[src/rtl/ram_port_arbiter.sv]
// Two-master Avalon-MM arbiter sharing one single-port on-chip RAM, with a hold/drain quiesce handshake.
// Build option: define RAM_ARB_ROUND_ROBIN_EN for round-robin tie-break; otherwise m0 has fixed priority.
module ram_port_arbiter #(
    parameter int ADDR_W = 10,
    parameter int DATA_W = 32,
    parameter int BE_W   = DATA_W / 8
) (
    input  logic              clk,
    input  logic              reset_n,
    input  logic [ADDR_W-1:0] m0_address,
    input  logic [BE_W-1:0]   m0_byteenable,
    input  logic              m0_read,
    input  logic              m0_write,
    input  logic [DATA_W-1:0] m0_writedata,
    output logic              m0_waitrequest,
    output logic [DATA_W-1:0] m0_readdata,
    output logic              m0_readdatavalid,
    input  logic [ADDR_W-1:0] m1_address,
    input  logic [BE_W-1:0]   m1_byteenable,
    input  logic              m1_read,
    input  logic              m1_write,
    input  logic [DATA_W-1:0] m1_writedata,
    output logic              m1_waitrequest,
    output logic [DATA_W-1:0] m1_readdata,
    output logic              m1_readdatavalid,
    output logic [ADDR_W-1:0] ram_address,
    output logic [BE_W-1:0]   ram_byteenable,
    output logic              ram_chipselect,
    output logic              ram_write,
    output logic [DATA_W-1:0] ram_writedata,
    output logic              ram_clken,
    input  logic [DATA_W-1:0] ram_readdata,
    input  logic              hold,
    output logic              hold_ack
);

    typedef enum logic [1:0] {
        ST_RUN   = 2'd0,
        ST_DRAIN = 2'd1,
        ST_HELD  = 2'd2
    } state_t;

    state_t state_q;
    logic   rd_vld_q;
    logic   rd_own_q;
    logic   clken_q;
    logic   req0_s, req1_s, allow_s, pick1_s;
    logic   grant0_s, grant1_s, rd_grant_s;

    assign req0_s  = m0_read | m0_write;
    assign req1_s  = m1_read | m1_write;
    // clken_q doubles as "out of reset" so no grant is visible while reset is active
    assign allow_s = clken_q & (state_q == ST_RUN) & ~hold;

`ifdef RAM_ARB_ROUND_ROBIN_EN
    logic last_q;

    assign pick1_s = ~last_q;

    // Remember the winner of the most recent accepted transfer
    always_ff @(posedge clk or negedge reset_n) begin
        if (!reset_n) begin
            last_q <= 1'b1;
        end else if (grant0_s | grant1_s) begin
            last_q <= grant1_s;
        end else begin
            last_q <= last_q;
        end
    end
`else
    assign pick1_s = 1'b0;
`endif

    // Same-cycle grant decision
    always_comb begin
        grant0_s = 1'b0;
        grant1_s = 1'b0;
        if (allow_s) begin
            if (req0_s && req1_s) begin
                grant1_s = pick1_s;
                grant0_s = ~pick1_s;
            end else begin
                grant0_s = req0_s;
                grant1_s = req1_s;
            end
        end else begin
            grant0_s = 1'b0;
            grant1_s = 1'b0;
        end
    end

    // Command mux onto the RAM bus; port 0 is the idle default
    always_comb begin
        ram_address    = m0_address;
        ram_byteenable = m0_byteenable;
        ram_writedata  = m0_writedata;
        ram_write      = 1'b0;
        if (grant1_s) begin
            ram_address    = m1_address;
            ram_writedata  = m1_writedata;
            ram_write      = m1_write;
            ram_byteenable = m1_write ? m1_byteenable : {BE_W{1'b1}};
        end else if (grant0_s) begin
            ram_write      = m0_write;
            ram_byteenable = m0_write ? m0_byteenable : {BE_W{1'b1}};
        end else begin
            ram_write      = 1'b0;
        end
    end

    // A write wins over a simultaneous read, so only pure reads expect data back
    assign rd_grant_s = (grant0_s & ~m0_write) | (grant1_s & ~m1_write);

    // Read tracking, clock enable and quiesce FSM
    always_ff @(posedge clk or negedge reset_n) begin
        if (!reset_n) begin
            state_q  <= ST_RUN;
            rd_vld_q <= 1'b0;
            rd_own_q <= 1'b0;
            clken_q  <= 1'b0;
        end else begin
            rd_vld_q <= rd_grant_s;
            rd_own_q <= grant1_s;
            clken_q  <= 1'b1;
            case (state_q)
                ST_RUN: begin
                    if (hold) begin
                        state_q <= rd_vld_q ? ST_DRAIN : ST_HELD;
                    end else begin
                        state_q <= ST_RUN;
                    end
                end
                ST_DRAIN: state_q <= hold ? ST_HELD : ST_RUN;
                ST_HELD:  state_q <= hold ? ST_HELD : ST_RUN;
                default:  state_q <= ST_RUN;
            endcase
        end
    end

    assign m0_waitrequest   = ~grant0_s;
    assign m1_waitrequest   = ~grant1_s;
    assign ram_chipselect   = grant0_s | grant1_s;
    assign ram_clken        = clken_q;
    assign m0_readdata      = ram_readdata;
    assign m1_readdata      = ram_readdata;
    assign m0_readdatavalid = rd_vld_q & ~rd_own_q;
    assign m1_readdatavalid = rd_vld_q & rd_own_q;
    assign hold_ack         = (state_q == ST_HELD);

endmodule
[config.mk]
export PLATFORM = sky130hd
export DESIGN_NAME = ram_port_arbiter
export DESIGN_NICKNAME = d
export VERILOG_FILES = /design/src/rtl/ram_port_arbiter.sv
export SDC_FILE = /design/constraint.sdc
export NUM_CORES = 1
export LEC_CHECK = 0
export ABC_AREA = 1
export ABC_CLOCK_PERIOD_IN_PS = 1700
export CORE_MARGIN = 10
export CORE_UTILIZATION = 24
export DETAILED_ROUTE_END_ITERATION = 10
export GPL_ROUTABILITY_DRIVEN = 0
export GPL_TIMING_DRIVEN = 0
export PLACE_DENSITY = 0.93
export SLEW_MARGIN = 20
export SYNTH_ARGS = -nofsm -noshare
export SYNTH_HDL_FRONTEND = slang
export SYNTH_SLANG_ARGS = --single-unit
[constraint.sdc]
create_clock -name clk -period 1.7 [get_ports clk]
set_input_delay 0.17 -clock clk [delete_from_list [all_inputs] [get_ports clk]]
set_output_delay 0.17 -clock clk [all_outputs]
set_load 0.005 [all_outputs]
[Yosys cells after proc, flatten, opt, wreduce, memory -nomap -nowiden]
Cells that the tools add are included.
Cells by class
  reduce and logical (&&, ||, !) cells: 3
  equal/unequal tests: 2
  bitwise operators: 16
  mux-type cells: 16
Operators with widths (number)
  32-bit 2-to-1 mux: 1
  4-bit 2-to-1 mux: 4
  10-bit 2-to-1 mux: 1
  1-bit AND: 6
  1-bit 2-to-1 mux: 6
  2-bit 2-to-1 mux: 3
  1-bit NOT: 6
  1-bit bitwise OR: 4
  2-bit one-hot mux with 2 select lines: 1
  2-bit by 1-bit == test with 1-bit output (second input constant): 1
  2-bit == test (second input constant): 1
  2-bit logical NOT: 1
  2-bit OR reduction: 1
  1-bit logical AND: 1
Word-level totals
  input bits: 131
  register bits after elaboration: 5
  output and inout bits: 118
  logic and storage cells: 41

[Depth between registers and ports, before layout]
  depth in word-level cells: 6
  mapped depth: 10
  mapped depth without buffers: 9

[Worst setup path after synthesis]
Ideal clock, no wire load.
  path type: flip-flop to output port
  start: register state_q[0]
  end: output ram_address[7]
  stages on the path, launching flop included: 11
  path buffers: 2
  arrival time: 1370 ps
  required time: 1530 ps
  setup slack: 160 ps
  path through: dfrtp_1 -> inv_1 -> ha_1 -> nand2_1 -> nor2_4 -> nand2_4 -> inv_2 -> buf_8 -> buf_12 -> nand2_4 -> nand2_1
On the way
  cells in the longest elaborated chain, start to end: 5
Ends and longest elaborated chain
  from (decl): RTL line 43  | state_t state_q;
  from (signal assigned): RTL line 128  | state_q <= rd_vld_q ? ST_DRAIN : ST_HELD;
  from (signal assigned): RTL line 133  | ST_DRAIN: state_q <= hold ? ST_HELD : ST_RUN;
  from (signal assigned): RTL line 134  | ST_HELD: state_q <= hold ? ST_HELD : ST_RUN;
  2-bit logical NOT: RTL line 53  | assign allow_s = clken_q & (state_q == ST_RUN) & ~hold;
  1-bit AND (2 in series): RTL line 53
  1-bit 2-to-1 mux: RTL line 78  | if (allow_s) begin
  10-bit 2-to-1 mux: RTL line 98  | if (grant1_s) begin
  to (decl): RTL line 26  | output logic [ADDR_W-1:0] ram_address,
No other way between the ends.

[Final worst setup path]
  start: register state_q[0]
  end: output ram_writedata[22]
On the way
  cells in the longest elaborated chain, start to end: 5
Ends and longest elaborated chain
  2-bit logical NOT: RTL line 53
  1-bit AND (2 in series): RTL line 53
  1-bit 2-to-1 mux: RTL line 78
  32-bit 2-to-1 mux: RTL line 98
  to (decl): RTL line 30  | output logic [DATA_W-1:0] ram_writedata,
No other way between the ends.

==> impl_metrics.tcl <==
set metrics [dict create \
    area_growth_syn_to_layout_pct 148 \
    drc 0 \
    slew_violations 0 \
    wl_met3_um 1270 \
    total_power_mw 1.26 \
    cp_max_fo 9 \
    routedWlPerCell_um 16.4 \
    worst_path_max_delay_cell "dfrtp_1" \
    critPathKind "register to output pin" \
    nFillCells 596 \
    rsz0062_at_grt "true" \
    die_y_um 104 \
    p_int_mw 0.887 \
    status "finished, violations left" \
    min_period_ns 1.90 \
    critPathTopFamily "buffers and inverters" \
    p_seq_share_pct 10.3 \
    wl_met1_um 3080 \
    grt_pass1_wl_um 14600 \
    drtPass1Iterations 4 \
    power.switching_mw 0.373 \
    ir_drop_uv 174 \
    cts.clk_slew.worst_paths_ns 0.04 \
    yosys_warnings 0 \
    setup_viol 49 \
    ys_types 19 \
    fmax_mhz 526 \
    cts_tree "built" \
    finalWorstSetupSlack_ns -0.202 \
    grt_pass1_vias 2695 \
    nets 644 \
    grt_use_total_pct 16.5 \
    cts_root_buf "clkbuf_8" \
    grt_start_max_net_pins 11 \
    wl_met2_um 5440 \
    syn_area_per_cell_um2 6.44 \
    cts_made_buffers 3 \
    cp.required_ns 1.53 \
    endpoint_kind "output pin" \
    swShare_pct 29.6 \
    clk_latency_ns 0.23 \
    hold_violations 0 \
    dieArea_mm2 0.0109 \
    p_leak_nw 2.33 \
    port_buffers 216 \
    violations "setup timing" \
    drv_cap 0 \
    htreeDepth 1 \
    drt_iter0_drc 39 \
    critPathMaxStageDelay_ns 0.38 \
    crit_chain "inv_2 -> ha_4 -> nand2_4 -> nor2_4 -> nand2_4 -> buf_4 -> buf_6 -> buf_4 -> nand2_1 -> nand2_1 -> buf_2" \
    seq_area_frac_synth_pct 7.33 \
    start_util_pct 24.9 \
    comb_power_share_pct 71.8 \
    skew_ns 0.00361 \
    io_pins 249 \
    syn_nets 399 \
    dr_total_vias 2469 \
    postRouteAntennaNets 0 \
    fin_crit_sh_pct 112 \
    hold_buffers 0 \
    synth_seq_cells 5 \
    grt-ovfl-total 0 \
    clkSinkCount 5 \
    routed_wl_um 9900 \
    cts_buffer_depth 2 \
    drive_gt1_share_pct 42.4 \
    antenna_found_initial 0 \
    pre_cts_slack_ns -0.645 \
    fp.coreArea_mm2 0.00687 \
    powerDensity_mw_per_mm2 297 \
    dpl.hpwl_um 8330 \
    hp-class "primary input to asynchronous set/reset pin" \
    diodes 0 \
    routed.top_layer "met4" \
    hold_ws_ns 0.162 \
    synth_cells 265 \
    syn_area_mm2 0.00171 \
    rows 30 \
    critPathBufInv 5 \
    clockPowerShare_pct 17.9 \
    via_per_inst 4.08 \
    die_w_um 104 \
    arrival_ns 1.73 \
    worst_setup_path_start_kind "register" \
]
layer usage:
layer  vias to the layer above  GRT usage [%]
met3                         8           8.55
li1                       1211              -
met5                         -              0
met2                       141           32.3
met1                      1109           14.3
met4                         0           3.58
cells in the final DEF, fill, tap and decap left out, types with 3 or more instances in the layout:
cell type        synthesis  layout
buf_12                   3       5
buf_2                    4      34
buf_4                   64      80
buf_6                    0      21
clkbuf_8                 0       3
clkdlybuf4s15_2          0       3
clkdlybuf4s50_1          0     164
dfrtp_1                  5       5
inv_1                    9       7
inv_2                    3       4
nand2_1                121     100
nand2_2                  0      19
nand2_4                 32      34
nand3_1                  4       4
nor2_1                   3       3
o21ai_2                  0       3
cell families after synthesis:
| family | Yosys count | synth area share (%) |
|---|---|---|
| compound gates | 7 | 2.20 |
| fa+ha+maj | 3 | 2.20 |
| buf+inv | 86 | 36.8 |
| flops | 5 | 7.33 |
| other cells | 1 | 0.220 |
| simple gates | 163 | 51.3 |
worst register-to-register path: stages (launching register included):
cell     delay, ns
dfrtp_1       0.38
inv_2         0.08
ha_4          0.15
nand2_4       0.05
nor2_4        0.12
nand2_4       0.09
buf_4         0.15
buf_4         0.16
o22ai_1       0.12
cell usage after synthesis, drive strengths merged:
cell type / n / area [um^2]
nor2: 5 / 33.8
ha: 3 / 37.5
nand2: 153 / 815
clkbuf: 2 / 7.51
a21oi: 1 / 5.00
nand3: 4 / 20.0
inv: 12 / 45.0
nor3b: 1 / 7.51
o22ai: 2 / 12.5
dfrtp: 5 / 125
o21ai: 4 / 20.0
buf: 72 / 576
conb: 1 / 3.75
path summary, 6_finish.rpt:
path | startpoint | to | slack, ns | depth (start not counted)
min in group clk | m0_write | rd_vld_q$_DFF_PN0_ | 0.44 | 2
max | state_q[0]$_DFF_PN0_ | ram_writedata[22] | -0.20 | 11
min | reset_n | ram_clken$_DFF_PN0_ | 0.16 | 1
max in group asynchronous | reset_n | rd_vld_q$_DFF_PN0_ | 1.35 | 1
max reg2reg | state_q[0]$_DFF_PN0_ | rd_vld_q$_DFF_PN0_ | 0.31 | 8
min reg2reg | rd_vld_q$_DFF_PN0_ | state_q[0]$_DFF_PN0_ | 0.59 | 2
state kept, by name, summed over array words and instances (netlist names):
name       cells
state_q        2
ram_clken      1
rd_vld_q       1
rd_own_q       1
power by group through the flow:
stage | logic, mW | clock network [mW] | registers (mW)
6_report | 0.904 | 0.225 | 0.130
3_5_place_dp | 0.894 | 0 | 0.131
3_3_place_gp | 0.878 | 0 | 0.130
5_1_grt | 0.972 | 0.244 | 0.130
4_1_cts | 0.891 | 0.229 | 0.130
2_1_floorplan | 0.274 | 0 | 0.130
area by class of cell:
type | count | area [um^2] | area share, %
Sequential cell | 5 | 125 | 2.95
Tap cell | 96 | 120 | 2.83
Timing Repair Buffer | 242 | 2260 | 53.4
Inverter | 12 | 47.5 | 1.12
Buffer | 72 | 588 | 13.9
Clock buffer | 3 | 41.3 | 0.974
Multi-Input combinational cell | 174 | 1050 | 24.7
Clock inverter | 1 | 5.00 | 0.118
per-stage QoR:
stage	cell area, um^2	TNS, ns	util, %	std cells
2_1_floorplan	1710	0	-	265
3_3_place_gp	3990	-25.40	58.1	577
3_5_place_dp	3990	-26.09	58.1	577
4_1_cts	4240	-8.16	61.8	606
5_1_grt	4240	-11.95	61.7	605
6_report	4240	-6.48	61.7	605
what timing repair did:
action | CTS | global route
pin swaps | 9 | 6
setup buffers | 20 | 4
resized for setup | 230 | 36
endpoints found under the setup margin | 50 | 50
gates cloned | 6 | 0
Note: power is estimated with default switching activity, not from simulation.
